<file path="config.mk">
export PLATFORM = sky130hd
export DESIGN_NAME = matrix_unloader
export DESIGN_NICKNAME = d
export VERILOG_FILES = /design/src/rtl/matrix_unloader.sv
export SDC_FILE = /design/constraint.sdc
export NUM_CORES = 1
export LEC_CHECK = 0
export CAP_MARGIN = 20
export CORE_ASPECT_RATIO = 0.9
export CORE_MARGIN = 2
export CORE_UTILIZATION = 45
export DETAILED_ROUTE_END_ITERATION = 6
export HOLD_SLACK_MARGIN = 0.08
export PLACE_DENSITY = 0.62
export SLEW_MARGIN = 20
export SYNTH_ARGS = -nofsm -noshare
export SYNTH_HDL_FRONTEND = slang
export SYNTH_SLANG_ARGS = --single-unit
export TNS_END_PERCENT = 30
</file>
<file path="constraint.sdc">
create_clock -name CLK -period 2.4 [get_ports CLK]
set_input_delay 0.24 -clock CLK [delete_from_list [all_inputs] [get_ports CLK]]
set_output_delay 0.24 -clock CLK [all_outputs]
set_load 0.05 [all_outputs]
</file>
<file path="src/rtl/matrix_unloader.sv">
// matrix_unloader: holds one matrix and streams it as a dims header then row-major element nibbles.
// Define MATRIX_UNLOADER_CHECKSUM_EN to append a mod-16 checksum nibble after the data.
module matrix_unloader #(
  parameter int MAX_DIM = 4,
  parameter int ELEM_W  = 4
) (
  input  logic              CLK,
  input  logic              RST,
  input  logic              dim_we,
  input  logic [3:0]        rows_in,
  input  logic [3:0]        cols_in,
  input  logic              wr_en,
  input  logic [3:0]        wr_row,
  input  logic [3:0]        wr_col,
  input  logic [ELEM_W-1:0] wr_data,
  input  logic              start,
  input  logic              ready,
  output logic [3:0]        data_out,
  output logic              ctrl_out,
  output logic              valid_out,
  output logic              busy,
  output logic              done
);
  localparam int NIB = ELEM_W / 4;
  localparam int NW = NIB > 1 ? $clog2(NIB) : 1;
  localparam int DEPTH = MAX_DIM * MAX_DIM;
  localparam int AW = DEPTH > 1 ? $clog2(DEPTH) : 1;
  localparam logic [3:0] MD = 4'(MAX_DIM);
`ifdef MATRIX_UNLOADER_CHECKSUM_EN
  typedef enum logic [2:0] {IDLE, HDR_R, HDR_C, DATA, CSUM, FIN} state_t;
  localparam state_t POST = CSUM;
`else
  typedef enum logic [2:0] {IDLE, HDR_R, HDR_C, DATA, FIN} state_t;
  localparam state_t POST = FIN;
`endif
  state_t state_q, state_d;
  logic [3:0] rows_q, rows_d, cols_q, cols_d, row_q, row_d, col_q, col_d;
  logic [NW-1:0] nib_q, nib_d, nib_rev;
  logic [ELEM_W-1:0] mem_q [DEPTH];
  logic [ELEM_W-1:0] elem;
  logic [7:0] wa, ra;
  logic [3:0] nib_val;
  logic xfer, wr_ok, last_nib, last_col, last_row;
  assign xfer = valid_out && ready;
  assign wr_ok = wr_en && state_q == IDLE && wr_row < MD && wr_col < MD;
  assign wa = {4'd0, wr_row} * {4'd0, MD} + {4'd0, wr_col};
  assign ra = {4'd0, row_q} * {4'd0, MD} + {4'd0, col_q};
  assign elem = mem_q[ra[AW-1:0]];
  assign nib_rev = NW'(NIB - 1) - nib_q;
  assign nib_val = 4'(elem >> {nib_rev, 2'b00});
  assign last_nib = nib_q == NW'(NIB - 1);
  assign last_col = col_q == cols_q - 4'd1;
  assign last_row = row_q == rows_q - 4'd1;
  // Storage is deliberately left out of reset.
  always_ff @(posedge CLK) begin
    if (wr_ok) mem_q[wa[AW-1:0]] <= wr_data;
  end
`ifdef MATRIX_UNLOADER_CHECKSUM_EN
  logic [3:0] csum_q, csum_d;
  assign csum_d = (state_q == IDLE && start) ? 4'd0 : xfer ? csum_q + data_out : csum_q;
  always_ff @(posedge CLK) begin
    if (RST) csum_q <= 4'd0;
    else csum_q <= csum_d;
  end
`endif
  always_ff @(posedge CLK) begin
    if (RST) begin
      state_q <= IDLE;
      rows_q <= 4'd0;
      cols_q <= 4'd0;
      row_q <= 4'd0;
      col_q <= 4'd0;
      nib_q <= '0;
    end else begin
      state_q <= state_d;
      rows_q <= rows_d;
      cols_q <= cols_d;
      row_q <= row_d;
      col_q <= col_d;
      nib_q <= nib_d;
    end
  end
  always_comb begin
    state_d = state_q;
    rows_d = rows_q;
    cols_d = cols_q;
    row_d = row_q;
    col_d = col_q;
    nib_d = nib_q;
    case (state_q)
      IDLE: begin
        if (dim_we) begin
          rows_d = rows_in > MD ? MD : rows_in;
          cols_d = cols_in > MD ? MD : cols_in;
        end
        if (start) begin
          state_d = HDR_R;
          row_d = 4'd0;
          col_d = 4'd0;
          nib_d = '0;
        end
      end
      HDR_R: if (xfer) state_d = HDR_C;
      HDR_C: if (xfer) state_d = (rows_q == 4'd0 || cols_q == 4'd0) ? POST : DATA;
      DATA: if (xfer) begin
        nib_d = last_nib ? '0 : nib_q + 1'b1;
        if (last_nib) begin
          col_d = last_col ? 4'd0 : col_q + 4'd1;
          row_d = last_col ? row_q + 4'd1 : row_q;
          if (last_col && last_row) state_d = POST;
        end
      end
`ifdef MATRIX_UNLOADER_CHECKSUM_EN
      CSUM: if (xfer) state_d = FIN;
`endif
      FIN: state_d = IDLE;
      default: state_d = IDLE;
    endcase
  end
  always_comb begin
    valid_out = state_q == HDR_R || state_q == HDR_C || state_q == DATA;
    ctrl_out = state_q == HDR_R || state_q == HDR_C;
    data_out = state_q == HDR_R ? rows_q : state_q == HDR_C ? cols_q : state_q == DATA ? nib_val : 4'd0;
`ifdef MATRIX_UNLOADER_CHECKSUM_EN
    valid_out = valid_out || state_q == CSUM;
    ctrl_out = ctrl_out || state_q == CSUM;
    data_out = state_q == CSUM ? csum_q : data_out;
`endif
    busy = valid_out;
    done = state_q == FIN;
  end
endmodule
</file>
==> results.md, run 1 <==
* Crit-path max FO at 8
* Unique cell type count in the Yosys netlist at 45
* Clock transition at path regs at roughly 0.09 ns
* Final setup viols at 0
* RSZ-0062 raised after global routing: yes
* Max Freq at around 420 MHz
* Skew final at 0.00996 ns
* R2r startpoint: cols_q[0]$_SDFFE_PP0P_
* R2R depth at 7
* Rows at 32
* Die W at approximately 100 um
* Ports at 34
* Sw Share at 0.324
* Fin nets at 389
* CP Data Required Time at 2.16 ns
* Worst-Skew Late Latency at about 0.35 ns
* Final HPWL DP at between 5 and 6 mm
* Total die area at between 9000 and 10000 um2
* Critical Path, Cell by Cell: ha_4, buf_12, buf_4, mux4_2, mux2_4, nand2_2, a311oi_2, buf_6
* Syn avg cell area at 13.2 um2
* Gate power share at 0.316
* I/O Buffers at 33
* Minimum clock period at between 2 and 2.5 ns
* First-pass GRT wire length at 13.6 mm
* Sequential standard cell area at 2310 um2
* Net Count, Synth at 332
* CTS sink cnt at 83
* Initial detailed-routing violation count at 167
* Layout Cells excl Fill at 479
* Final ANT Viol Nets at 0
* Core Area at roughly 8500 um2
* Critical path class: reg2out
* Largest net degree at the start of global routing at 17
* Hold violation total from the final report at 0
* CTS tree: built
* Peak VDD IR at 0.530 mV
* CTS root buf: clkbuf_8
* Starting Density at 0.461
* CP max stage cell: dfxtp_2
* Total number of vias at 2552
* Mapped Area at 3930 um2
* Crit share post-route at 0.991
* Switch Pwr at between 0.001 and 0.0015 W
* Die height at 92.7 um
* Hold_buf cts at 0
* CTS buffer count at 9
* Routed WL per cell at 17.5 um
* Pint at around 0.0029 W
* R2r setup slk at 0.26 ns
* H-tree levels at 3
* Antenna cell count at 0
* LEAKAGE at 1.69 nW
* PD cells at 849 nW/um2
* Clock Tree Buf Depth at 2
* DRC viols at 0
* Ys async rst share at 0
* Vias in the first global route at 2578
* Reg-to-Reg End: row_q[3]$_SDFFE_PP0P_
* GRT overflow at 0
* Share of cells above drive strength 1 at 0.272
* End point of the critical path: data_out[3]
* Clk pwr share at 0.287
* Fin. max-slew vios at 0
* Slowest stage delay, CP at 0.34 ns
* Yosys warnings at 0
* Fill cell count at approximately 690
* First-pass DRT Iterations at 5
* #FFs+latches synth at 83
* Rel. slew slack at 0.550
* Critical Path Source: col_q[2]$_SDFFE_PP0P_
* Ys flop type: edfxtp_1
* Sequential area share after synthesis at 0.586
* Least-Margin Pin Slew at 0.673 ns
* # placed instances at approximately 460
* Critical Path Source Type: flop
* Hold path start: rows_in[0]
* Post-synth EDFFs at 64
* Gpl congestion at approximately 0.75
* Area Overhead vs Synth at 26.6%
* Reg power frac at 0.397
* Worst hold path class: in2reg
* Core Util, Final at 0.583
* WP data arrival at between 2 and 2.5 ns
* Setup crit end kind: output pin
* GRT Total Usage at 0.195
* Multi-input logic area at 1610 um2
* Routed vias/inst at 5.33
* Status: complete, no violations
* WL final at 8.38 mm
* Initial antenna violation count at 0
* Maxcap violations at 0
* Post-Synthesis Cells at ~300
==> state kept, by name, summed over array words and instances, names as in the netlist <==
name	flops
state_q	3
rows_q	4
mem_q	64
row_q	4
cols_q	4
col_q	4
==> layout make-up <==
type | instances | area share
Tap cell | 119 | 0.0299
Clock inverter | 7 | 0.0249
Clock buffer | 9 | 0.0249
Multi-Input combinational cell | 192 | 0.324
Inverter | 8 | 0.00603
Sequential cell | 83 | 0.464
Timing Repair Buffer | 61 | 0.126
==> layout by cell type (no fill, tap or decap), types with 2 or more instances in the layout <==
| master | count |
|---|---|
| buf_12 | 3 |
| o211ai_1 | 2 |
| buf_4 | 23 |
| xnor2_1 | 6 |
| dfxtp_2 | 3 |
| or3_1 | 4 |
| a21oi_1 | 15 |
| bufinv_16 | 3 |
| and3_1 | 2 |
| clkbuf_8 | 9 |
| nor3_1 | 6 |
| buf_16 | 2 |
| nand3_2 | 4 |
| inv_6 | 2 |
| a211oi_1 | 2 |
| ha_1 | 7 |
| mux2_4 | 3 |
| a311oi_2 | 3 |
| mux4_2 | 16 |
| inv_1 | 8 |
| and2_1 | 2 |
| buf_6 | 4 |
| nand3_1 | 8 |
| edfxtp_1 | 64 |
| clkdlybuf4s50_1 | 28 |
| xor2_1 | 8 |
| nand2_1 | 23 |
| dfxtp_1 | 15 |
| o21ai_0 | 17 |
| nor2_1 | 25 |
| mux2_2 | 5 |
| nor3b_1 | 3 |
| nand2_2 | 3 |
| nand2b_1 | 5 |
| nor4_1 | 2 |
==> repair_timing <==
action                                  in CTS  in global routing
cloned                                       2                  0
endpoints found under the setup margin       4                  7
resized for setup                           21                  9
setup buffers                                4                  0
pin swaps                                    3                  2
==> worst min path at each step <==
stage,endpoint,slack [ns],cells past startpoint
after detailed placement,cols_q[1]$_SDFFE_PP0P_,0.49,2
after CTS,rows_q[1]$_SDFFE_PP0P_,0.44,3
after global routing,cols_q[0]$_SDFFE_PP0P_,0.45,3
final,rows_q[0]$_SDFFE_PP0P_,0.45,3
after floorplan,mem_q[0][0]$_DFFE_PP_,0.34,0
after global placement,row_q[3]$_SDFFE_PP0P_,0.49,2
==> cell usage after synthesis (2+ instances only) <==
cell,instances,share of area
edfxtp_1,64,0.49
nand2_1,26,0.025
nor2_1,25,0.024
dfxtp_1,19,0.097
o21ai_0,17,0.022
mux4_2,16,0.092
a21oi_1,15,0.019
nand3_1,12,0.015
xor2_1,9,0.020
ha_1,8,0.025
inv_1,8,0.0076
buf_2,7,0.0089
nor3_1,6,0.0076
xnor2_1,6,0.013
clkbuf_1,5,0.0048
nand2b_1,5,0.0080
a311oi_2,4,0.015
mux2_1,4,0.011
mux2_2,4,0.011
or3_1,4,0.0064
buf_4,3,0.0057
nor3b_1,3,0.0057
a211oi_1,2,0.0038
and2_1,2,0.0032
and3_1,2,0.0032
nor4_1,2,0.0032
o211ai_1,2,0.0038
==> through the flow <==
| step | TNS [ns] | hold slack (ns) | setup WS, ns | total power (W) | area (um2) |
|---|---|---|---|---|---|
| 2_1_floorplan | -0.00957 | 0.339 | -0.00957 | 0.00258 | 3940 |
| 3_3_place_gp | -1.86 | 0.492 | -0.0861 | 0.00292 | 4530 |
| 3_5_place_dp | -3.77 | 0.491 | -0.145 | 0.00293 | 4530 |
| 4_1_cts | -0.105 | 0.437 | -0.0343 | 0.00424 | 4960 |
| 5_1_grt | -0.186 | 0.446 | -0.0554 | 0.00444 | 4980 |
| 6_report | 0 | 0.452 | 0.0224 | 0.00422 | 4980 |
==> layer usage <==
| metal | GRT usage | wire (um) | vias up |
|---|---|---|---|
| met2 | 0.283 | 3850 | 68 |
| met3 | 0.0483 | 442 | 8 |
| met5 | 0 | 0 | - |
| li1 | - | - | 1237 |
| met1 | 0.294 | 4020 | 1239 |
| met4 | 0.0467 | 77 | 0 |
==> cell families (layout without fill, tap and decap cells) <==
kind of cell / after synthesis / after routing / share of synthesized area
buf+inv: 23 / 85 / 0.0271
fa+ha+maj: 8 / 8 / 0.0255
compound gates: 46 / 46 / 0.0821
mux: 25 / 25 / 0.117
simple gates: 97 / 97 / 0.125
flops: 83 / 83 / 0.586
xor+xnor: 16 / 16 / 0.0376
==> power by group through the flow <==
stage | clock network (W) | registers (W) | logic [W]
floorplan | 0 | 0.00167 | 0.000912
CTS | 0.00124 | 0.00167 | 0.00133
global route | 0.00130 | 0.00169 | 0.00145
global placement | 0 | 0.00170 | 0.00123
detailed placement | 0 | 0.00170 | 0.00123
finish | 0.00121 | 0.00168 | 0.00134
==> worst max-delay path: cells and delay by family, from the launching register on <==
family	cells	cell delay (ns)
AND/OR/NAND/NOR	1	0.07
AO/OA/AOI/OAI	1	0.10
multiplexers	2	0.54
adder cells (fa/ha/maj)	1	0.32
buffers and inverters	3	0.42
flip-flops	1	0.34
(Power assumes the default switching activity.)
==> run 2: changes to the inputs <==
ABC_CLOCK_PERIOD_IN_PS = 2400   (was default)
==> results of run 2 <==
Final layout, timing and power as in run 1 (identical DEF).
==> run 3: changes to the inputs <==
==> constraint.sdc (replaced) <==
create_clock -name CLK -period 2.4 [get_ports CLK]
set_input_delay 0.24 -clock CLK [delete_from_list [all_inputs] [get_ports CLK]]
set_output_delay 0.24 -clock CLK [all_outputs]
set_load 0.005 [all_outputs]
==> run 3 against run 2 <==
Clock skew is 0.00074 ns lower. Cell count is 1.5% higher. Critical path depth is 1 lower. Flip-flop and latch count stayed put. Count of clock-buffer cells in the layout stayed put. First-iteration DRC count is 16% lower. Routed wire length is 1.5% higher. Worst setup slack better by 0.017 ns. Largest cell class unchanged. Clock power hardly changed. Combinational power is 16% lower. Via count is 0.47% higher. Utilization is 0.45 points lower.
==> results.md, run 3 (same netlist as run 1, synthesis figures left out) <==
* Status: complete, no violations
* Area Overhead vs Synth at 25.6%
* R2r setup slk at 0.34 ns
* LEAKAGE at 1.70 nW
* Minimum clock period at around 2.4 ns
* Critical Path Source: row_q[0]$_SDFFE_PP0P_
* Most common cell after layout, fill and taps aside: edfxtp_1
* Pint at 0.00283 W
* Rel. slew slack at 0.574
* Clock Tree Buf Depth at 2
* Reg power frac at 0.413
* Hold_buf cts at 0
* RSZ-0062 raised after global routing: yes
* GRT overflow at 0
* Peak VDD IR at 0.400 mV
* Maxcap violations at 0
* Clk pwr share at 0.306
* Crit-path max FO at 8
* CTS buffer count at 9
* Total Power at 0.00401 W
* Gate power share at 0.281
* Total number of vias at 2564
* # placed instances at 464
* Setup crit end kind: output pin
* CTS root buf: clkbuf_8
* Gpl congestion at 0.826
* Worst setup margin at roughly 0.039 ns
* GRT Total Usage at 0.194
* Final ANT Viol Nets at 0
* Fin nets at 396
* CTS tree: built
* Largest net degree at the start of global routing at 17
* Sw Share at 0.293
* Starting Density at 0.461
* Hold path start: cols_in[0]
* Max Freq at 424 MHz
* R2r startpoint: cols_q[1]$_SDFFE_PP0P_
* Die W at 103 um
* Hold violation total from the final report at 0
* PD cells at roughly 810 nW/um2
* WL final at 8.51 mm
* H-tree levels at 3
* DRC viols at 0
* Final HPWL DP at 6.09 mm
* Worst slack, placed at -0.0536 ns
* Fin. max-slew vios at 0
* Final setup viols at 0
* Layout Cells excl Fill at 486
* Share of cells above drive strength 1 at 0.272
* Setup TNS at 0 ns
* Rows at 32
* I/O Buffers at 33
* First-pass DRT Iterations at 4
* Initial antenna violation count at 0
* Routed vias/inst at 5.28
* WP data arrival at about 2.1 ns
* Die height at 92.7 um
* Clock transition at path regs at 0.09 ns
* Switch Pwr at 0.00117 W
* Max reg flops at 64
* Skew final at 0.00923 ns
* Routed WL per cell at approximately 18 um
* Initial detailed-routing violation count at about 140
* Critical Path Source Type: flop
* Antenna cell count at 0
* CTS sink cnt at 83
* Least-Margin Pin Slew at 0.636 ns
* Worst hold path class: in2reg
* Crit share post-route at 0.984
* Fill cell count at 695
* CP Data Required Time at 2.16 ns
* Critical path class: reg2out
* First-pass GRT wire length at ~14 mm
* Worst-Skew Late Latency at 0.35 ns
* Core Area at between 8000 and 9000 um2
* Most frequent cells in the layout: edfxtp_1 (64), clkdlybuf4s50_1 (29), buf_4 (28)
* Total die area at 9500 um2
* Ports at 34
* Vias in the first global route at 2622
==> run 3: path summary, 6_finish.rpt <==
| path | cells past startpoint | to |
|---|---|---|
| min | 3 | cols_q[0]$_SDFFE_PP0P_ |
| min reg2reg | 2 | rows_q[1]$_SDFFE_PP0P_ |
| max reg2reg | 7 | row_q[3]$_SDFFE_PP0P_ |
| max | 7 | data_out[2] |
==> run 3: layer usage <==
layer | GRT usage | wire (um)
met3 | 0.0513 | 441
met2 | 0.294 | 3900
met5 | 0 | 0
met1 | 0.279 | 4040
met4 | 0.0522 | 118
==> run 3: power by group through the flow <==
| stage | clock network [W] | logic [W] | registers, W |
|---|---|---|---|
| final | 0.00123 | 0.00113 | 0.00165 |
| after global routing | 0.00131 | 0.00124 | 0.00166 |
| after detailed placement | 0 | 0.00107 | 0.00168 |
| after global placement | 0 | 0.00107 | 0.00168 |
| after floorplan | 0 | 0.000708 | 0.00167 |
| after CTS | 0.00125 | 0.00115 | 0.00165 |
==> run 3: final cells by class <==
| class | instances | area [um2] | area share |
|---|---|---|---|
| flip-flops and latches | 83 | 2310 | 0.468 |
| inverters | 8 | 30.0 | 0.00608 |
| clock buffers | 9 | 124 | 0.0251 |
| multi-input cells | 192 | 1570 | 0.319 |
| well taps | 119 | 149 | 0.0302 |
| repair buffers | 68 | 629 | 0.127 |
| clock inverters | 7 | 124 | 0.0251 |
==> run 3: timing repair <==
item                       CTS  global route
setup endpoints to repair    4             4
gates resized for setup     26             7
pin swaps                    2             3
cloned                       0             0
setup buffers                7             0
==> run 3: critical path, cell delays in order (launching register included) <==
cell and delay [ns]:
dfxtp_2 0.34, ha_4 0.35, buf_6 0.13, mux4_2 0.33
mux2_4 0.28, nand3_1 0.10, a311oi_2 0.09, buf_2 0.14
==> run 3: metrics by stage <==
stage / instance area [um2] / util / hold WS [ns]
CTS: 4950 / 0.580 / 0.440
floorplan: 3930 / - / 0.339
detailed placement: 4590 / 0.538 / 0.504
global route: 4940 / 0.579 / 0.468
global placement: 4590 / 0.538 / 0.491
finish: 4940 / 0.579 / 0.454
